===== config.mk =====
export PLATFORM = sky130hd
export DESIGN_NAME = csa_acc_seq
export DESIGN_NICKNAME = d
export VERILOG_FILES = /design/src/rtl/csa_acc_pkg.sv /design/src/rtl/csa_acc_seq_csa.sv /design/src/rtl/csa_acc_seq.sv
export SDC_FILE = /design/constraint.sdc
export NUM_CORES = 1
export LEC_CHECK = 0
export ABC_AREA = 1
export BUFFER_PORTS_ARGS = -buffer_cell sky130_fd_sc_hd__buf_2
export CAP_MARGIN = 5
export CELL_PAD_IN_SITES_DETAIL_PLACEMENT = 0
export CELL_PAD_IN_SITES_GLOBAL_PLACEMENT = 1
export CORE_MARGIN = 5
export CORE_UTILIZATION = 28
export CTS_BUF_LIST = sky130_fd_sc_hd__clkbuf_2
export CTS_CLUSTER_DIAMETER = 60
export CTS_CLUSTER_SIZE = 20
export DETAILED_ROUTE_END_ITERATION = 10
export PLACE_DENSITY_LB_ADDON = 0.15
export RECOVER_POWER = 50
export SLEW_MARGIN = 40
export SYNTH_ARGS = -nofsm -noshare
export SYNTH_HDL_FRONTEND = slang
export SYNTH_HIERARCHICAL = 1
export SYNTH_SLANG_ARGS = --single-unit

===== constraint.sdc =====
create_clock -name clk -period 1.9 [get_ports clk]
set_input_delay 0.285 -clock clk [delete_from_list [all_inputs] [get_ports clk]]
set_output_delay 0.285 -clock clk [all_outputs]
set_load 0.01 [all_outputs]

===== src/rtl/csa_acc_pkg.sv =====
// Shared types and constants for the carry-save accumulator.
// CSA_W is the operand and datapath width.
package csa_acc_pkg;

   localparam int CSA_W = 20;

   typedef enum logic [1:0] {
      IDLE    = 2'd0,
      ACC     = 2'd1,
      RESOLVE = 2'd2,
      OUT     = 2'd3
   } state_t;

endpackage


===== src/rtl/csa_acc_seq_csa.sv =====
// csa_20: 20-bit 3:2 carry-save compressor.
// carry[i] carries weight 2^(i+1) relative to sum[i].
module csa_20
   import csa_acc_pkg::*;
(
   input  logic [CSA_W-1:0] x,
   input  logic [CSA_W-1:0] y,
   input  logic [CSA_W-1:0] z,
   output logic [CSA_W-1:0] sum,
   output logic [CSA_W-1:0] carry
);

   assign sum   = x ^ y ^ z;
   assign carry = (x & y) | (x & z) | (y & z);

endmodule


===== src/rtl/csa_acc_seq.sv =====
// Group accumulator holding its total in carry-save form, resolved before output.
// Define CSA_ACC_SEQ_OVF_EN to enable the sticky overflow flag on out_ovf.
module csa_acc_seq
   import csa_acc_pkg::*;
#(
   parameter int CNT_W = 8
) (
   input  logic             clk,
   input  logic             reset,
   input  logic             in_valid,
   output logic             in_ready,
   input  logic [CSA_W-1:0] in_data,
   input  logic             in_last,
   output logic             out_valid,
   input  logic             out_ready,
   output logic [CSA_W-1:0] out_sum,
   output logic [CNT_W-1:0] out_count,
   output logic             out_ovf
);

   state_t           state;
   logic [CSA_W-1:0] s_q;
   logic [CSA_W-1:0] c_q;
   logic [CNT_W-1:0] cnt_q;
   logic [CSA_W-1:0] y_sh;
   logic [CSA_W-1:0] z_in;
   logic [CSA_W-1:0] s_nxt;
   logic [CSA_W-1:0] c_nxt;
   logic             accept;
   logic             resolved;
   logic             upd;
   logic             done;

   assign y_sh     = {c_q[CSA_W-2:0], 1'b0};
   assign z_in     = (state == RESOLVE) ? '0 : in_data;
   assign in_ready = (state == IDLE) || (state == ACC);
   assign accept   = in_valid && in_ready;
   assign resolved = (y_sh == '0);
   assign upd      = accept || ((state == RESOLVE) && !resolved);
   assign done     = (state == OUT) && out_ready;

   csa_20 u_csa (
      .x     (s_q),
      .y     (y_sh),
      .z     (z_in),
      .sum   (s_nxt),
      .carry (c_nxt)
   );

   always_ff @(posedge clk or posedge reset) begin
      if (reset) begin
         state <= IDLE;
      end else begin
         unique case (state)
            IDLE, ACC: if (accept) state <= in_last ? RESOLVE : ACC;
            RESOLVE:   if (resolved) state <= OUT;
            OUT:       if (out_ready) state <= IDLE;
            default:   state <= IDLE;
         endcase
      end
   end

   // c_nxt[CSA_W-1] falls off the top: its weight is beyond the result width
   always_ff @(posedge clk or posedge reset) begin
      if (reset) begin
         s_q   <= '0;
         c_q   <= '0;
         cnt_q <= '0;
      end else if (done) begin
         s_q   <= '0;
         c_q   <= '0;
         cnt_q <= '0;
      end else begin
         if (upd) begin
            s_q <= s_nxt;
            c_q <= c_nxt;
         end
         if (accept && (cnt_q != '1)) cnt_q <= cnt_q + 1'b1;
      end
   end

`ifdef CSA_ACC_SEQ_OVF_EN
   logic ovf_q;

   always_ff @(posedge clk or posedge reset) begin
      if (reset) begin
         ovf_q <= 1'b0;
      end else if (done) begin
         ovf_q <= 1'b0;
      end else if (upd) begin
         ovf_q <= ovf_q | c_nxt[CSA_W-1];
      end
   end

   assign out_ovf = ovf_q;
`else
   logic unused_c_top;

   assign unused_c_top = c_nxt[CSA_W-1];
   assign out_ovf      = 1'b0;
`endif

   assign out_valid = (state == OUT);
   assign out_sum   = s_q;
   assign out_count = cnt_q;

endmodule


Word-level counts from Yosys, hierarchy flattened
Cells that the tools add are included.
{"block": "totals", "reg_bits": 49, "elab_cells": 44, "inputBits": 25, "output_inout_bits": 31}
{"block": "classes", "bitwise": 7, "addsub": 1, "eq_ne": 7, "n_reduce_logical": 13, "mux": 12}
{"operator": "$mux 20", "n": 3}
{"operator": "$and 19x19->19", "n": 3}
{"operator": "$xor 20x20->20", "n": 2}
{"operator": "$mux 19", "n": 2}
{"operator": "$or 19x19->19", "n": 2}
{"operator": "$logic_not 20->1", "n": 1}
{"operator": "$mux 8", "n": 2}
{"operator": "$add 8x1->8 const B", "n": 1}
{"operator": "$mux 2", "n": 4}
{"operator": "$ne 8x8->1 const B", "n": 1}
{"operator": "$pmux 2 s3", "n": 1}
{"operator": "$eq 2x2->1 const B", "n": 2}
{"operator": "$logic_and 1x1->1", "n": 4}
{"operator": "$ne 2x2->1 const B", "n": 2}
{"operator": "$reduce_bool 2->1", "n": 2}
{"operator": "$reduce_and 3->1", "n": 1}
{"operator": "$eq 2x1->1 const B", "n": 1}
{"operator": "$logic_not 2->1", "n": 1}
{"operator": "$logic_or 1x1->1", "n": 2}
{"operator": "$ne 2x1->1 const B", "n": 1}
{"operator": "$reduce_or 2->1", "n": 1}
{"operator": "$logic_not 1->1", "n": 1}

Logic depth before layout (Yosys ltp)
Gate-level depths: netlist of run 1.
{"block": "depth", "word_depth": 7, "mapped_depth": 10, "depth_no_buf": 9}

By module
The synthesis of run 1 kept the hierarchy.
{"mod": "csa_acc_seq", "cells_each": 402, "instances": 1, "area_per_inst_um2": 2783.9}
{"mod": "csa_20", "cells_each": 20, "instances": 1, "area_per_inst_um2": 400.4}

Least setup slack after synthesis of run 1
Ideal clock, no wire load.
{"block": "synth_timing", "path_type": "register to register", "from": "reg state[0]", "to": "reg s_q[18], in the netlist out_sum[18]", "stages_incl_launch_ff": 11, "t_arrival_ns": 1.665, "required_ns": 1.834, "synth_period_minus_slack_ns": 1.732, "slack_ns": 0.168, "path_cell_list": "dfrtp_1 > inv_1 > nand2_2 > inv_2 > clkbuf_1 > nor2_1 > fa_1 > nand2_1 > inv_1 > nand3_1 > nand2_1"}
{"block": "synth_via", "elab_chain_cells": 5, "word_cells_on_any_way": 14, "cone_classes": "eq/ne (3); mux (3); bitwise (1); reduce/logical (7)"}
{"element": "start, declared", "line": "csa_acc_seq.sv:21", "rtl": "state_t state;"}
{"element": "start signal, assigned", "line": "csa_acc_seq.sv:55", "rtl": "IDLE, ACC: if (accept) state <= in_last ? RESOLVE : ACC;"}
{"element": "$eq 2x2->1", "line": "csa_acc_seq.sv:35", "rtl": "assign z_in = (state == RESOLVE) ? '0 : in_data;"}
{"element": "$mux 20", "line": "csa_acc_seq.sv:35"}
{"element": "named net z_in[18]", "line": "csa_acc_seq.sv:26", "rtl": "logic [CSA_W-1:0] z_in;"}
{"element": "$xor 20x20->20", "line": "csa_acc_seq_csa.sv:13", "rtl": "assign sum = x ^ y ^ z;"}
{"element": "named net s_nxt[18]", "line": "csa_acc_seq.sv:27", "rtl": "logic [CSA_W-1:0] s_nxt;"}
{"element": "$mux 20", "line": "csa_acc_seq.sv:74", "rtl": "if (upd) begin"}
{"element": "$mux 20", "line": "csa_acc_seq.sv:69", "rtl": "end else if (done) begin"}
{"element": "end signal, assigned", "line": "csa_acc_seq.sv:75", "rtl": "s_q <= s_nxt;"}
{"element": "end, declared", "line": "csa_acc_seq.sv:22", "rtl": "logic [CSA_W-1:0] s_q;"}
The timed path passes the listed nets, and every way through them passes these cells. The select of a mux whose other input is x is not followed.
A chain may end at the register's enable or synchronous reset.

Worst setup path after layout of run 1
{"block": "layout_timing", "from": "reg state[0]", "to": "reg s_q[15], in the netlist out_sum[15]"}
Same word-level chain as after synthesis.

==> impl_metrics.tcl, run 1 <==
set metrics [dict create \
    fin_util 0.327 \
    cp.arrival_ns 2.20 \
    place_inst 607 \
    cts_inserted_buffers 5 \
    grt_max_degree 50 \
    syn-cell-area_um2 3180 \
    vias 2734 \
    setup_tns_ns 0 \
    setup_viol 0 \
    hpwl_um 5370 \
    maxSlewHeadroom 0.183 \
    gp_congestion 0.721 \
    die_area_um2 13600 \
    p_leak_nw 2.21 \
    p_per_area_nw_per_um2 1650 \
    critPathMaxStageDelay_ns 0.50 \
    hold_viol 0 \
    drt-total-wl_um 8490 \
    clk_pin_slew_ns 0.28 \
    grt_pass1_vias 2884 \
    worstSetupEndpointType "flop" \
    grt_overflow 0 \
    layoutNonFillerInstCount 618 \
    peakVddDrop_mv 0.554 \
    synth.area.top_cells "dfrtp_1 39%, nand2_1 14%, nand3_1 14%, fa_1 13%, inv_1 8.4%" \
    cap_violations 0 \
    cts_max_path_buffers 2 \
    die_height_um 117 \
    dpl_worst_slack_ns 0.170 \
    drtAntennaViolNets 0 \
    track_usage 0.130 \
    drc 0 \
    cp_max_fo 11 \
    synth_top_area_cell "dfrtp_1" \
    insertedDiodeCount 0 \
    core_um2 11300 \
    via_per_inst 4.42 \
    synth_edf_count 0 \
    clock_latency_ns 0.47 \
    root_buffer "clkbuf_2" \
    area_delta_synth_final_pct 15.6 \
    final.setup_skew_ns 0.0179 \
    worstPathCellList "inv_1, nand2_4, inv_4, clkbuf_16, nor2_1, fa_1, nand2_1, inv_1, nand3_1, nand2_1" \
    ys_seq_area_frac 0.385 \
    clock_sinks 49 \
    fmax_mhz 561 \
    num_io_pins 56 \
    start_util 0.282 \
    ys_top_cells_by_count "115 x nand2_1, 86 x nand3_1, 71 x inv_1, 49 x dfrtp_1, 34 x nor2_1" \
    tightest_slew_ns 1.23 \
    fin_nets 520 \
    ys_seq_elements 49 \
    io_buffers 54 \
    synthFlopType "dfrtp_1" \
    cts_max_level 2 \
    cts_tree "yes" \
    dpl_cell_area_um2 3620 \
    async_flop_share 1.00 \
    fin_ws_ns 0.117 \
    crit_path_start_kind "flop" \
    yosysMostFrequentCell "nand2_1" \
    ys_warn_count 6 \
    grt_first_pass_wirelength_um 14000 \
    finalCriticalPeriod_ns 1.78 \
    status "finished clean" \
    grt_antenna_before_repair 0 \
    yosysUniqueCellTypes 23 \
    final_area_um2 3680 \
    rows 39 \
    hp-class "input pin to flop" \
    critical_path.slowest_cell "fa_1" \
    wire_per_inst_um 13.7 \
    synth_top_area_frac 0.385 \
    drive_gt1_frac 0.147 \
    slew_viol_final 0 \
    crit_type "flop to flop" \
    dieWidth_um 117 \
    first_pass_iters 4 \
    cpLargestDelayFamily "adder cells" \
    drt_iter0_drc 110 \
    synth_cells 422 \
    syn_area_per_cell_um2 7.55 \
    worst-path-buf-inv 4 \
    crit_required_ns 2.32 \
    fin_crit_sh 0.939 \
]
[registers in the layout, indices dropped and copies added, names as in the netlist]
register / count
out_count: 8
state: 2
out_sum: 20
c_q: 19
[cell type report]
class | count | area, um2
fillers | 1237 | 7590
multi-input cells | 277 | 1560
flip-flops and latches | 49 | 1230
repair buffers | 67 | 393
inverters | 74 | 283
well taps | 143 | 179
clock buffers | 6 | 30.0
clock inverters | 2 | 10.0
[kinds of logic after synthesis]
kind of cell	after synthesis	share of synthesized area
AOI/OAI and AO/OA	5	0.0102
xor gates and xnor gates	4	0.0110
adders and majority gates	21	0.130
buffers and inverters	97	0.130
DFF	49	0.385
other	1	0.00118
and+or+nand+nor	245	0.332
[power by group]
group          total, mW  switching (mW)  internal (mW)  leakage (nW)
clock network      0.477           0.384         0.0924        0.0327
logic               3.60            2.14           1.46          1.56
registers           2.01           0.490           1.52         0.618
[cells in the final DEF, fill, tap and decap left out, drive strengths merged]
master / synthesis / layout
nand2: 118 / 118
inv: 74 / 74
conb: 1 / 2
nand3: 86 / 86
dfrtp: 49 / 49
dlygate4sd3: 0 / 1
a21oi: 1 / 1
nand4: 3 / 3
xor2: 4 / 4
nor3: 3 / 3
clkinv: 0 / 2
o21ai: 3 / 3
ha: 1 / 1
nor2: 35 / 35
o211ai: 1 / 1
clkbuf: 3 / 21
fa: 20 / 20
buf: 20 / 51
[worst register-to-register path, cell delays in order, from the launching register on]
cell and delay [ns]:
dfrtp_1 0.46, inv_1 0.09, nand2_4 0.08, inv_4 0.09
clkbuf_16 0.17, nor2_1 0.07, fa_1 0.50, nand2_1 0.05
inv_1 0.06, nand3_1 0.07, nand2_1 0.09
[repair_timing]
action / in CTS / in global routing
hold buffers: 1 / 0
gates resized for setup: 0 / 5
buffers inserted: 0 / 1
endpoints found under the hold margin: 49 / 0
endpoints found under the setup margin: 0 / 12
[final timing paths]
path	cells past startpoint	start	slack (ns)	to
max	10	state[0]	0.12	out_sum[15]
min	4	in_last	0.12	state[0]
max reg2reg	10	state[0]	0.12	out_sum[15]
min reg2reg	2	state[0]	0.54	state[0]
max in group asynchronous	4	reset	0.39	state[1]
min in group asynchronous	4	reset	0.72	out_sum[12]
[per-stage QoR]
stage               hold WS (ns)  power (mW)
floorplan                  0.482        4.60
global placement           0.363        5.60
detailed placement         0.363        5.65
CTS                       0.0436        6.16
global route              0.0803        6.89
finish                     0.121        6.09
[metal layers]
| layer | vias to the layer above | share of wire | GRT usage |
|---|---|---|---|
| met5 | - | 0 | 0 |
| met3 | 10 | 0.050 | 0.0290 |
| met2 | 45 | 0.46 | 0.219 |
| li1 | 1381 | - | - |
| met1 | 1298 | 0.48 | 0.169 |
| met4 | 0 | 0.012 | 0.0336 |
Power figures use the tool's default switching activity.
==> run 2: changes to the inputs <==
ABC_AREA = not set   (was 1)
==> run 2 against run 1 <==
Compared with the run above:
- total power down 12%
- largest power group unchanged
- utilization increased by 2.2 points
- highest routed layer unchanged
- sequential power down 2%
- maximum frequency decreased by 0.13%
- clock power is 22% higher
- via count is 20% lower
==> impl_metrics.tcl, run 2 <==
set metrics [dict create \
    status "finished clean" \
    min_to "state[1]" \
    place_inst 450 \
    largest_register_ffs 20 \
    worstSetupEndpointType "flop" \
    p_int_mw 2.96 \
    die_height_um 111 \
    critical_path.slowest_cell "fa_1" \
    cts_tree "yes" \
    crit_type "flop to flop" \
    vias 2181 \
    io_buffers 54 \
    via_per_inst 4.71 \
    hold_viol 0 \
    synth.area.top_cells "dfrtp_1 43%, fa_1 14%, nand2_1 6.2%, o2bb2ai_2 5.3%, and2_1 4.4%" \
    core_um2 9820 \
    p_comb_frac 0.522 \
    drt_iter0_drc 98 \
    drc 0 \
    yosysUniqueCellTypes 34 \
    synth_cells 261 \
    fin_nets 374 \
    fmax_mhz 560 \
    die_area_um2 12200 \
    p_sw_frac 0.445 \
    cp_max_fo 16 \
    clk_pin_slew_ns 0.27 \
    clock_power_share 0.109 \
    synthFlopType "dfrtp_1" \
    grt_overflow 0 \
    crit_start "state[0]" \
    drtAntennaViolNets 0 \
    synth_edf_count 0 \
    synth_top_area_frac 0.432 \
    maxSlewHeadroom 0.349 \
    cp.arrival_ns 2.17 \
    slew_viol_final 0 \
    start_util 0.289 \
    cts_max_path_buffers 2 \
    fin_util 0.349 \
    yosysMostFrequentCell "dfrtp_1" \
    crit_cells 6 \
    root_buffer "clkbuf_2" \
    dieWidth_um 111 \
    p_sw_mw 2.38 \
    p_leak_nw 1.51 \
    grt_first_pass_wirelength_um 12600 \
    layoutNonFillerInstCount 463 \
    cpLargestDelayFamily "adder cells" \
    ys_warn_count 6 \
    regToRegSetupSlack_ns 0.11 \
    rsz0062_at_grt "no" \
    num_io_pins 56 \
    first_pass_iters 4 \
    ys_top_cells_by_count "49 x dfrtp_1, 47 x nand2_1, 24 x nand3_1, 20 x and2_1, 20 x fa_1" \
    ys_seq_area_frac 0.432 \
    area_delta_synth_final_pct 20.9 \
    p_per_area_nw_per_um2 1560 \
    grt_max_degree 29 \
    clock_sinks 49 \
    setup_tns_ns 0 \
    fillerInstances 1102 \
    worstPathCellList "nand2b_1, buf_4, and2_1, fa_1, nand3_1, o2bb2ai_2" \
    track_usage 0.127 \
    r2r_start "state[0]" \
    seqPwrFrac 0.369 \
    cap_violations 0 \
    async_flop_share 1.00 \
    worst-path-buf-inv 1 \
    peakVddDrop_mv 0.522 \
    wire_per_inst_um 16.1 \
    finalCriticalPeriod_ns 1.79 \
    fin_crit_sh 0.940 \
    final_common_cell "dfrtp_1" \
    worstHoldStart "in_last" \
    cts_inserted_buffers 5 \
    gp_congestion 0.720 \
    final.setup_skew_ns 0.0196 \
    syn_area_per_cell_um2 10.9 \
    critPathMaxStageDelay_ns 0.50 \
    crit_required_ns 2.29 \
    hp-class "input pin to flop" \
    hpwl_um 5390 \
    regToRegEndpoint "out_sum[10]" \
    layout_common_cells "49 x dfrtp_1, 47 x nand2_1, 40 x buf_2" \
    grt_antenna_before_repair 1 \
    crit_path_start_kind "flop" \
    whs_path_depth 3 \
    synth_top_area_cell "dfrtp_1" \
    grt_pass1_vias 2330 \
    ff2ff_path_depth 6 \
    cts_max_level 2 \
    tightest_slew_ns 0.976 \
    syn-cell-area_um2 2840 \
    rows 36 \
    drive_gt1_frac 0.292 \
    drt-total-wl_um 7460 \
    setup_viol 0 \
    clock_latency_ns 0.44 \
    ys_seq_elements 49 \
]
run 2: worst max path at each step:
| stage | end | slack, ns |
|---|---|---|
| 2_1_floorplan | out_sum[11] | 0.25 |
| 3_3_place_gp | out_sum[1] | 0.10 |
| 3_5_place_dp | out_sum[2] | 0.02 |
| 4_1_cts | out_sum[7] | 0.02 |
| 5_1_grt | out_sum[18] | 0.006 |
| 6_report | out_sum[10] | 0.11 |
run 2: cells by family (layout without fill, tap and decap cells):
family / after synthesis / count (layout) / share of synthesized area
AND/OR/NAND/NOR: 111 / 111 / 0.192
multiplexers: 3 / 3 / 0.0106
buffers and inverters: 20 / 87 / 0.0415
flip-flops: 49 / 49 / 0.432
other: 1 / 3 / 0.00132
adder cells (fa/ha/maj): 21 / 21 / 0.146
AO/OA/AOI/OAI: 54 / 54 / 0.170
XOR/XNOR: 2 / 2 / 0.00618
run 2: repair_timing:
item | CTS | global route
gates resized for setup | 0 | 2
hold endpoints to repair | 21 | 0
endpoints found under the setup margin | 16 | 21
pin swaps | 1 | 2
setup buffers | 2 | 1
hold buffers | 1 | 0
run 2: cell type report:
class | count | area, um2 | share of cell area
multi-input cells | 193 | 1520 | 0.443
repair buffers | 75 | 434 | 0.127
clock buffers | 5 | 25.0 | 0.00730
flip-flops and latches | 49 | 1230 | 0.358
diodes | 1 | 2.50 | 0.000730
clock inverters | 3 | 41.3 | 0.0120
well taps | 133 | 166 | 0.0485
inverters | 4 | 15.0 | 0.00438
run 2: metal layers:
metal	vias to the layer above	track usage	wire length (um)
met1	1108	0.166	3460
li1	1036	-	-
met2	33	0.212	3700
met5	-	0	0
met3	4	0.0257	236
met4	0	0.0345	64
run 2: metrics by stage:
step / worst slack, ns / area, um2 / hold WS [ns] / power, mW
2_1_floorplan: 0.252 / 2840 / 0.421 / 3.84
3_3_place_gp: 0.101 / 3340 / 0.381 / 4.80
3_5_place_dp: 0.0194 / 3350 / 0.381 / 4.85
4_1_cts: 0.0209 / 3440 / 0.0315 / 5.47
5_1_grt: 0.00583 / 3430 / 0.0290 / 5.88
6_report: 0.114 / 3430 / 0.0611 / 5.34
run 2: power by group through the flow:
| stage | clock network, mW | logic, mW | registers, mW |
|---|---|---|---|
| after floorplan | 0 | 1.83 | 2.00 |
| after global placement | 0 | 2.81 | 1.99 |
| after detailed placement | 0 | 2.85 | 2.00 |
| after CTS | 0.604 | 2.89 | 1.98 |
| after global routing | 0.639 | 3.19 | 2.05 |
| final | 0.582 | 2.78 | 1.97 |
run 2: tightest hold or removal path, stage by stage:
cell and delay [ns]:
buf_2 0.11, nand2_1 0.04, o21ai_0 0.06
